File: config.mk
export PLATFORM = sky130hd
export DESIGN_NAME = vga_stream_sink
export DESIGN_NICKNAME = d
export VERILOG_FILES = /design/src/rtl/vga_stream_sink.sv
export SDC_FILE = /design/constraint.sdc
export NUM_CORES = 1
export LEC_CHECK = 0
export CAP_MARGIN = 20
export CORE_MARGIN = 2
export CORE_UTILIZATION = 60
export DETAILED_ROUTE_END_ITERATION = 10
export PLACE_DENSITY_LB_ADDON = 0.3
export SLEW_MARGIN = 20
export SYNTH_ARGS = -nofsm -noshare
export SYNTH_HDL_FRONTEND = slang
export SYNTH_SLANG_ARGS = --single-unit
File: constraint.sdc
create_clock -name clk -period 4.67 [get_ports clk]
set_input_delay 0.934 -clock clk [delete_from_list [all_inputs] [get_ports clk]]
set_output_delay 0.934 -clock clk [all_outputs]
set_load 0.005 [all_outputs]
File: src/rtl/vga_stream_sink.sv
// vga_stream_sink
//   Accepts a 24-bit RGB Avalon-ST pixel stream and drives a VGA port.
//   Incoming pixels are buffered in a small FIFO. Each frame's start-of-packet
//   is locked to the raster origin. After an underflow or a framing error the
//   block drops pixels until the next start-of-packet and then realigns.
//
// Ports
//   clk, reset          pixel clock; synchronous active-high reset
//   sink_data           pixel {R, G, B}
//   sink_startofpacket  first pixel of a frame
//   sink_endofpacket    last pixel of a frame
//   sink_empty          unused
//   sink_valid          source offers a pixel
//   sink_ready          a pixel is accepted this cycle (FIFO not full)
//   vga_r/g/b           colour outputs
//   vga_hs, vga_vs      active-low horizontal and vertical sync
//   vga_blank_n         high during active video
//   vga_sync_n          held low
//   frame_err_cnt       saturating count of resync events
module vga_stream_sink #(
  parameter int DW         = 23,
  parameter int H_ACTIVE   = 640,
  parameter int H_FP       = 16,
  parameter int H_SYNC     = 96,
  parameter int H_BP       = 48,
  parameter int V_ACTIVE   = 480,
  parameter int V_FP       = 10,
  parameter int V_SYNC     = 2,
  parameter int V_BP       = 33,
  parameter int FIFO_DEPTH = 16
) (
  input  logic          clk,
  input  logic          reset,
  input  logic [DW:0]   sink_data,
  input  logic          sink_startofpacket,
  input  logic          sink_endofpacket,
  input  logic          sink_empty,
  input  logic          sink_valid,
  output logic          sink_ready,
  output logic [7:0]    vga_r,
  output logic [7:0]    vga_g,
  output logic [7:0]    vga_b,
  output logic          vga_hs,
  output logic          vga_vs,
  output logic          vga_blank_n,
  output logic          vga_sync_n,
  output logic [15:0]   frame_err_cnt
);

  localparam int H_TOTAL = H_ACTIVE + H_FP + H_SYNC + H_BP;
  localparam int V_TOTAL = V_ACTIVE + V_FP + V_SYNC + V_BP;
  localparam int HW      = $clog2(H_TOTAL);
  localparam int VW      = $clog2(V_TOTAL);
  localparam int AW      = $clog2(FIFO_DEPTH);
  localparam int EW      = DW + 3;

  localparam logic [HW-1:0] H_END   = HW'(H_TOTAL - 1);
  localparam logic [HW-1:0] H_ACT   = HW'(H_ACTIVE);
  localparam logic [HW-1:0] H_LASTP = HW'(H_ACTIVE - 1);
  localparam logic [HW-1:0] H_SS    = HW'(H_ACTIVE + H_FP);
  localparam logic [HW-1:0] H_SE    = HW'(H_ACTIVE + H_FP + H_SYNC);
  localparam logic [VW-1:0] V_END   = VW'(V_TOTAL - 1);
  localparam logic [VW-1:0] V_ACT   = VW'(V_ACTIVE);
  localparam logic [VW-1:0] V_LASTP = VW'(V_ACTIVE - 1);
  localparam logic [VW-1:0] V_SS    = VW'(V_ACTIVE + V_FP);
  localparam logic [VW-1:0] V_SE    = VW'(V_ACTIVE + V_FP + V_SYNC);
  localparam logic [AW:0]   FULL_C  = (AW+1)'(FIFO_DEPTH);
  localparam logic [AW:0]   ONE_C   = (AW+1)'(1);

  typedef enum logic [1:0] {SEEK, ALIGN, STREAM} state_t;

  function automatic logic [15:0] sat_inc16(input logic [15:0] x);
    return (x == 16'hFFFF) ? x : x + 16'd1;
  endfunction

  logic unused_ok;
  assign unused_ok = sink_empty;

  // Pixel FIFO: entry is {sop, eop, data}
  logic [EW-1:0] mem [FIFO_DEPTH];
  logic [AW-1:0] wr_ptr, rd_ptr;
  logic [AW:0]   count;
  logic          fifo_full, fifo_empty, push, pop;
  logic [EW-1:0] head;
  logic          head_sop, head_eop;
  logic [DW:0]   head_data;

  assign fifo_full  = (count == FULL_C);
  assign fifo_empty = (count == '0);
  assign sink_ready = !reset && !fifo_full;
  assign push       = sink_valid && sink_ready;
  assign head       = mem[rd_ptr];
  assign head_sop   = head[EW-1];
  assign head_eop   = head[EW-2];
  assign head_data  = head[DW:0];

  always_ff @(posedge clk) begin
    if (push) mem[wr_ptr] <= {sink_startofpacket, sink_endofpacket, sink_data};
  end

  always_ff @(posedge clk) begin
    if (reset) begin
      wr_ptr <= '0;
      rd_ptr <= '0;
      count  <= '0;
    end else begin
      if (push) wr_ptr <= wr_ptr + AW'(1);
      if (pop)  rd_ptr <= rd_ptr + AW'(1);
      case ({push, pop})
        2'b10:   count <= count + ONE_C;
        2'b01:   count <= count - ONE_C;
        default: count <= count;
      endcase
    end
  end

  // Stage p0: raster position
  logic [HW-1:0] h_p0;
  logic [VW-1:0] v_p0;

  always_ff @(posedge clk) begin
    if (reset) begin
      h_p0 <= '0;
      v_p0 <= '0;
    end else if (h_p0 == H_END) begin
      h_p0 <= '0;
      v_p0 <= (v_p0 == V_END) ? '0 : v_p0 + VW'(1);
    end else begin
      h_p0 <= h_p0 + HW'(1);
    end
  end

  logic active, origin, last_px, hs_n, vs_n;
  assign active  = (h_p0 < H_ACT) && (v_p0 < V_ACT);
  assign origin  = (h_p0 == '0) && (v_p0 == '0);
  assign last_px = (h_p0 == H_LASTP) && (v_p0 == V_LASTP);
  assign hs_n    = !((h_p0 >= H_SS) && (h_p0 < H_SE));
  assign vs_n    = !((v_p0 >= V_SS) && (v_p0 < V_SE));

  state_t      state, state_nxt;
  logic        frame_err;
  logic [DW:0] pix;

  always_ff @(posedge clk) begin
    if (reset) state <= SEEK;
    else       state <= state_nxt;
  end

  always_comb begin
    state_nxt = state;
    pop       = 1'b0;
    frame_err = 1'b0;
    pix       = '0;
    case (state)
      SEEK: begin
        if (!fifo_empty) begin
          if (head_sop) state_nxt = ALIGN;
          else          pop = 1'b1;
        end
      end
      ALIGN: begin
        if (origin && !fifo_empty) begin
          pop       = 1'b1;
          pix       = head_data;
          state_nxt = STREAM;
        end
      end
      STREAM: begin
        if (active) begin
          if (fifo_empty) begin
            frame_err = 1'b1;
          end else if (head_sop != origin) begin
            // SOP away from the origin, or a frame that starts without SOP;
            // leave the entry for SEEK to judge.
            frame_err = 1'b1;
          end else begin
            pop = 1'b1;
            if (head_eop != last_px) frame_err = 1'b1;
            else                     pix = head_data;
          end
        end
      end
      default: state_nxt = SEEK;
    endcase
    if (frame_err) state_nxt = SEEK;
  end

  // Stage p1: registered outputs, all aligned to the same raster position
  logic [DW:0] rgb_p1;
  logic        vld_p1, hs_p1, vs_p1;
  logic [15:0] err_cnt_p1;

  always_ff @(posedge clk) begin
    if (reset) begin
      rgb_p1     <= '0;
      vld_p1     <= 1'b0;
      hs_p1      <= 1'b1;
      vs_p1      <= 1'b1;
      err_cnt_p1 <= '0;
    end else begin
      rgb_p1     <= pix;
      vld_p1     <= active;
      hs_p1      <= hs_n;
      vs_p1      <= vs_n;
      if (frame_err) err_cnt_p1 <= sat_inc16(err_cnt_p1);
    end
  end

  assign vga_r         = rgb_p1[DW -: 8];
  assign vga_g         = rgb_p1[DW-8 -: 8];
  assign vga_b         = rgb_p1[DW-16 -: 8];
  assign vga_hs        = hs_p1;
  assign vga_vs        = vs_p1;
  assign vga_blank_n   = vld_p1;
  assign vga_sync_n    = 1'b0;
  assign frame_err_cnt = err_cnt_p1;

endmodule

-- Word-level counts from Yosys, hierarchy flattened
Memories as Yosys holds them, arrays and structs flattened. A register that Yosys moved wholly into a read port is not among the register bits.
Index checks and enable logic that the tools add are counted.
- output and inout port bits: 45
- input port bits: 30
- memory bits (read-only): 0
- register bits: 78
- word-level logic and storage cells: 92
- RAM bits: 416
- memories kept: 1
- bits in latches: 0
- memory list (name ; depth ; bits a word ; read ports ; clocked after Yosys merged registers in ; wr ports ; line ; source):
    mem ; 16 ; 26 ; 1 ; 1 ; 1 ; 80 ; logic [EW-1:0] mem [FIFO_DEPTH];
- bitwise gates (word level): 2
- order comparisons: 6
- $mul: 0
- reduce and logical (&&, ||, !) cells: 22
- div/mod/pow operators: 0
- shift-type cells: 0
- add/sub/neg operators: 7
- multiplexer cells: 28
- eq/ne operators: 15
- operators by type and width (cell ; number):
    two-way mux 24 bit ; 5
    one-hot mux 24 bit (2 select lines) ; 1
    == test 10 bit, second input constant ; 3
    adder 10 x 1 -> 10 bit, second input constant ; 2
    logical NOT 10 bit ; 2
    < comparator 10 bit, second input constant ; 2
    < comparator 10 x 9 -> 1 bit, second input constant ; 2
    adder 16 x 1 -> 16 bit, second input constant ; 1
    == test 16 bit, second input constant ; 1
    two-way mux 1 bit ; 13
    == test 10 x 9 -> 1 bit, second input constant ; 1
    >= comparator 10 bit, second input constant ; 1
    >= comparator 10 x 9 -> 1 bit, second input constant ; 1
    two-way mux 10 bit ; 1
    one-hot mux 5 bit (2 select lines) ; 1
    adder 4 x 1 -> 4 bit, second input constant ; 2
    logical AND 1 bit ; 8
    two-way mux 4 bit ; 2
    two-way mux 2 bit ; 3
    inequality test 2 bit, second input constant ; 3
    one-hot mux 2 bit (3 select lines) ; 1
    adder 5 x 1 -> 5 bit, second input constant ; 1
    == test 5 bit, second input constant ; 1
    logical NOT 1 bit ; 5
    12 further kinds ; 17

-- Depth between registers and ports, before layout
- word-level depth: 9
- depth in mapped cells: 18
- mapped depth without buffers: 17

-- Least setup slack after synthesis
No wires, ideal clock.
- path type: flip-flop to flip-flop
- start: reg with a tool-made name
- end: reg count[4]
- data required time: 4.549 ns
- stages on the path, launching flop included: 18
- period minus slack after synthesis: 4.040 ns
- arrival time: 3.919 ns
- setup slack: 0.630 ns
- cell sequence: dfxtp_1 > clkbuf_1 > mux4_2 > nor2b_1 > a211oi_1 > o21ai_0 > a21oi_1 > o21ai_1 > inv_1 > ha_1 > clkbuf_1 > xor2_1 > ha_1 > nand2_1 > a221oi_1 > a211oi_1 > o211ai_1 > mux2_2
- RTL lines (item ; line ; source):
    end signal, assigned ; 110 ; 2'b10: count <= count + ONE_C;
    end signal, assigned ; 111 ; 2'b01: count <= count - ONE_C;
    end signal, assigned ; 112 ; default: count <= count;
    end, declared ; 82 ; logic [AW:0] count;

==> metrics.txt <==
power density of the placed cells between 400 and 500 nW/um^2; synthesis-stage register bit count approximately 500; placed instance area 20900 um^2; Reg power frac 0.508; register area share after synthesis 0.728; syn avg cell area 18.9 um^2; Comb power frac 0.117; # setup viols final 0; synth warn 0; Die Ht 184 um; pre-CTS setup slack 0.442 ns; Initial Util 0.612; synth top area cells edfxtp_1 64%, mux4_2 15%, dfxtp_1 8.5%; CP arrival ~4.7 ns; post-CTS setup buffers 0; share of cells above drive strength 1 0.225; GP Congestion 0.808; Reg clk slew, reported paths roughly 0.06 ns; biggest area consumer among synthesized cells edfxtp_1; post-CTS resize count 0; critical hold path startpoint h_p0[0]$_SDFF_PP0_; design area between 20000 and 25000 um^2; all-layer global routing usage 0.249; initial antenna violation count 0; vias in the first global route around 10000; Setup crit end kind flip-flop; period utilization 0.919; Max VDD drop around 360 uV; leakage power between 7 and 8 nW; Sw Ratio 0.233; post-route ant nets 0; drc violations 0; Switch Pwr about 2.3 mW; CTS tree built; Area Growth Syn to Fin 15.2%; via count around 10000; Clk network pwr share 0.375; Initial DRT Pass Iterations 5; HP Class reg2reg; DRT Wirelength between 40000 and 50000 um; Yosys cell types 55; largest net degree at the start of global routing 52; Net Count, Synth between 1000 and 1500; Setup Skew roughly 0.028 ns; crit path max fanout 13; Int Pwr between 7 and 8 mW; fin crit period approximately 4.3 ns; Post-DP HPWL between 20000 and 25000 um; Slew HR 0.361; commonest non-fill, non-tap cell in the layout edfxtp_1; DR iter-0 viols 960; Avg Vias per Cell about 6.3; Std-Cell Rows 65; Worst-Skew Late Latency just under 0.6 ns; die width 184 um; IO Port Bufs 72; fin cells 1580; CORE AREA about 32000 um^2; post-route setup slack roughly 0.38 ns; RSZ-0062 raised after global routing no; final hold slack between 0.4 and 0.5 ns; die area ~34000 um^2; Critical Path RT between 5 and 6 ns; wire per inst around 26 um; first-pass GRT wire length around 62000 um; Final Hold Fails 0; Max Fclk about 230 MHz; FILL cells around 1900; Post-synth EDFFs between 400 and 500; NumNets Final about 1200; Async S/R FF share, synth 0; Worst Tran Pin Value ~0.96 ns; CTS root buf clkbuf_16; Clock Sinks ~500; area of the mapped netlist a little under 20000 um^2; Synth top area share 0.644; Top FF cell, synth edfxtp_1; CP startpoint kind flip-flop; H-Tree Depth 2; Remaining Overflow, GRT 0; MaxCap Viol Count 0; io pins between 70 and 80; CTS buffer count 48; cells after synthesis ~1000; outcome finished, final reports clean; post-route total power ~9.7 mW; worst setup path class reg2reg; most frequent cells in the layout 416 x edfxtp_1, 127 x mux4_2, 78 x dfxtp_1, 72 x clkdlybuf4s50_1; Pins Over Slew Limit 0; Max clock buf depth 3; antenna fix cells 0; Util after Layout 0.705; hold-fix buffer count after cts 0; placed insts approximately 1500; Total Neg Setup Slack 0 ns
==> worst max-delay path, cell delays in order (launching register included) <==
cell and delay, ns:
dfxtp_2 0.61, buf_4 0.32, mux2i_1 0.20, nand3b_1 0.11, a31oi_1 0.41, o21ai_0 0.21, a21oi_1 0.30, o21ai_1 0.20
inv_1 0.09, ha_1 0.39, xor2_1 0.19, ha_1 0.24, nand2_1 0.07, a221oi_1 0.25, a211oi_1 0.09, o211ai_1 0.12
mux2_2 0.35
==> path summary, 6_finish.rpt <==
path	cells after the start	slack, ns	end
worst max-delay path	16	0.38	count[4]$_SDFFE_PP0P_
worst max register to register	16	0.38	count[4]$_SDFFE_PP0P_
worst min-delay path	1	0.47	h_p0[0]$_SDFF_PP0_
worst min register to register	1	0.47	h_p0[0]$_SDFF_PP0_
==> cells in the mapped netlist, drive strengths merged (2+ instances only) <==
master / n
a21o: 2
o21ai: 16
nand3b: 3
a31oi: 2
or2: 2
inv: 14
nor4: 6
xnor2: 8
nor3b: 3
nand3: 25
o31ai: 3
edfxtp: 416
or3: 11
a21oi: 16
nor2b: 9
a211o: 2
clkbuf: 41
o21a: 2
mux2: 2
mux4: 127
nand2: 26
a211oi: 5
o211ai: 3
buf: 13
and4: 3
nor3: 10
nand2b: 4
and2: 6
nand4: 11
or4: 2
nor4b: 4
mux2i: 11
ha: 17
dfxtp: 82
xor2: 21
and3: 29
nor2: 61
==> power groups by stage <==
| stage | clock [mW] | combinational, mW | sequential, mW |
|---|---|---|---|
| after floorplan | 0 | 0.855 | 5.00 |
| after global placement | 0 | 1.11 | 5.04 |
| after detailed placement | 0 | 1.13 | 5.04 |
| after CTS | 3.70 | 1.15 | 4.95 |
| after global routing | 3.86 | 1.23 | 4.96 |
| final | 3.66 | 1.14 | 4.95 |
==> state kept, by name, summed over array words and instances, names as in the netlist, 2 cells and up, named ones only <==
signal / cells
rgb_p1: 24
count: 5
h_p0: 10
rd_ptr: 4
mem: 416
frame_err_cnt: 16
state: 2
wr_ptr: 4
v_p0: 10
==> cell type report <==
| type | count | area (um^2) | share of cell area |
|---|---|---|---|
| inverter | 14 | 52.6 | 0.00235 |
| clock buffer | 64 | 1310 | 0.0587 |
| tap | 402 | 503 | 0.0225 |
| timing repair buffer | 114 | 1060 | 0.0475 |
| sequential | 498 | 14100 | 0.633 |
| multi-input combinational | 463 | 5110 | 0.229 |
| clock inverter | 25 | 176 | 0.00789 |
==> metal layers <==
metal / wire [um] / track usage / part of all wire / vias up
met5: 0 / 0 / 0 / -
met4: 898 / 0.0726 / 0.022 / 0
met3: 2950 / 0.0347 / 0.073 / 76
met2: 20400 / 0.412 / 0.50 / 396
met1: 16400 / 0.355 / 0.40 / 5201
li1: - / - / - / 4346
==> logic make-up after synthesis <==
family	count (synthesis)	share of synthesized area
DFF	498	0.728
and+or+nand+nor	219	0.0598
muxes	140	0.154
buffers and inverters	68	0.0145
AOI/OAI and AO/OA	57	0.0190
xor gates and xnor gates	29	0.0131
adders and majority gates	17	0.0110
other	1	0.000193
No activity file was read; power rests on OpenSTA's default activity.
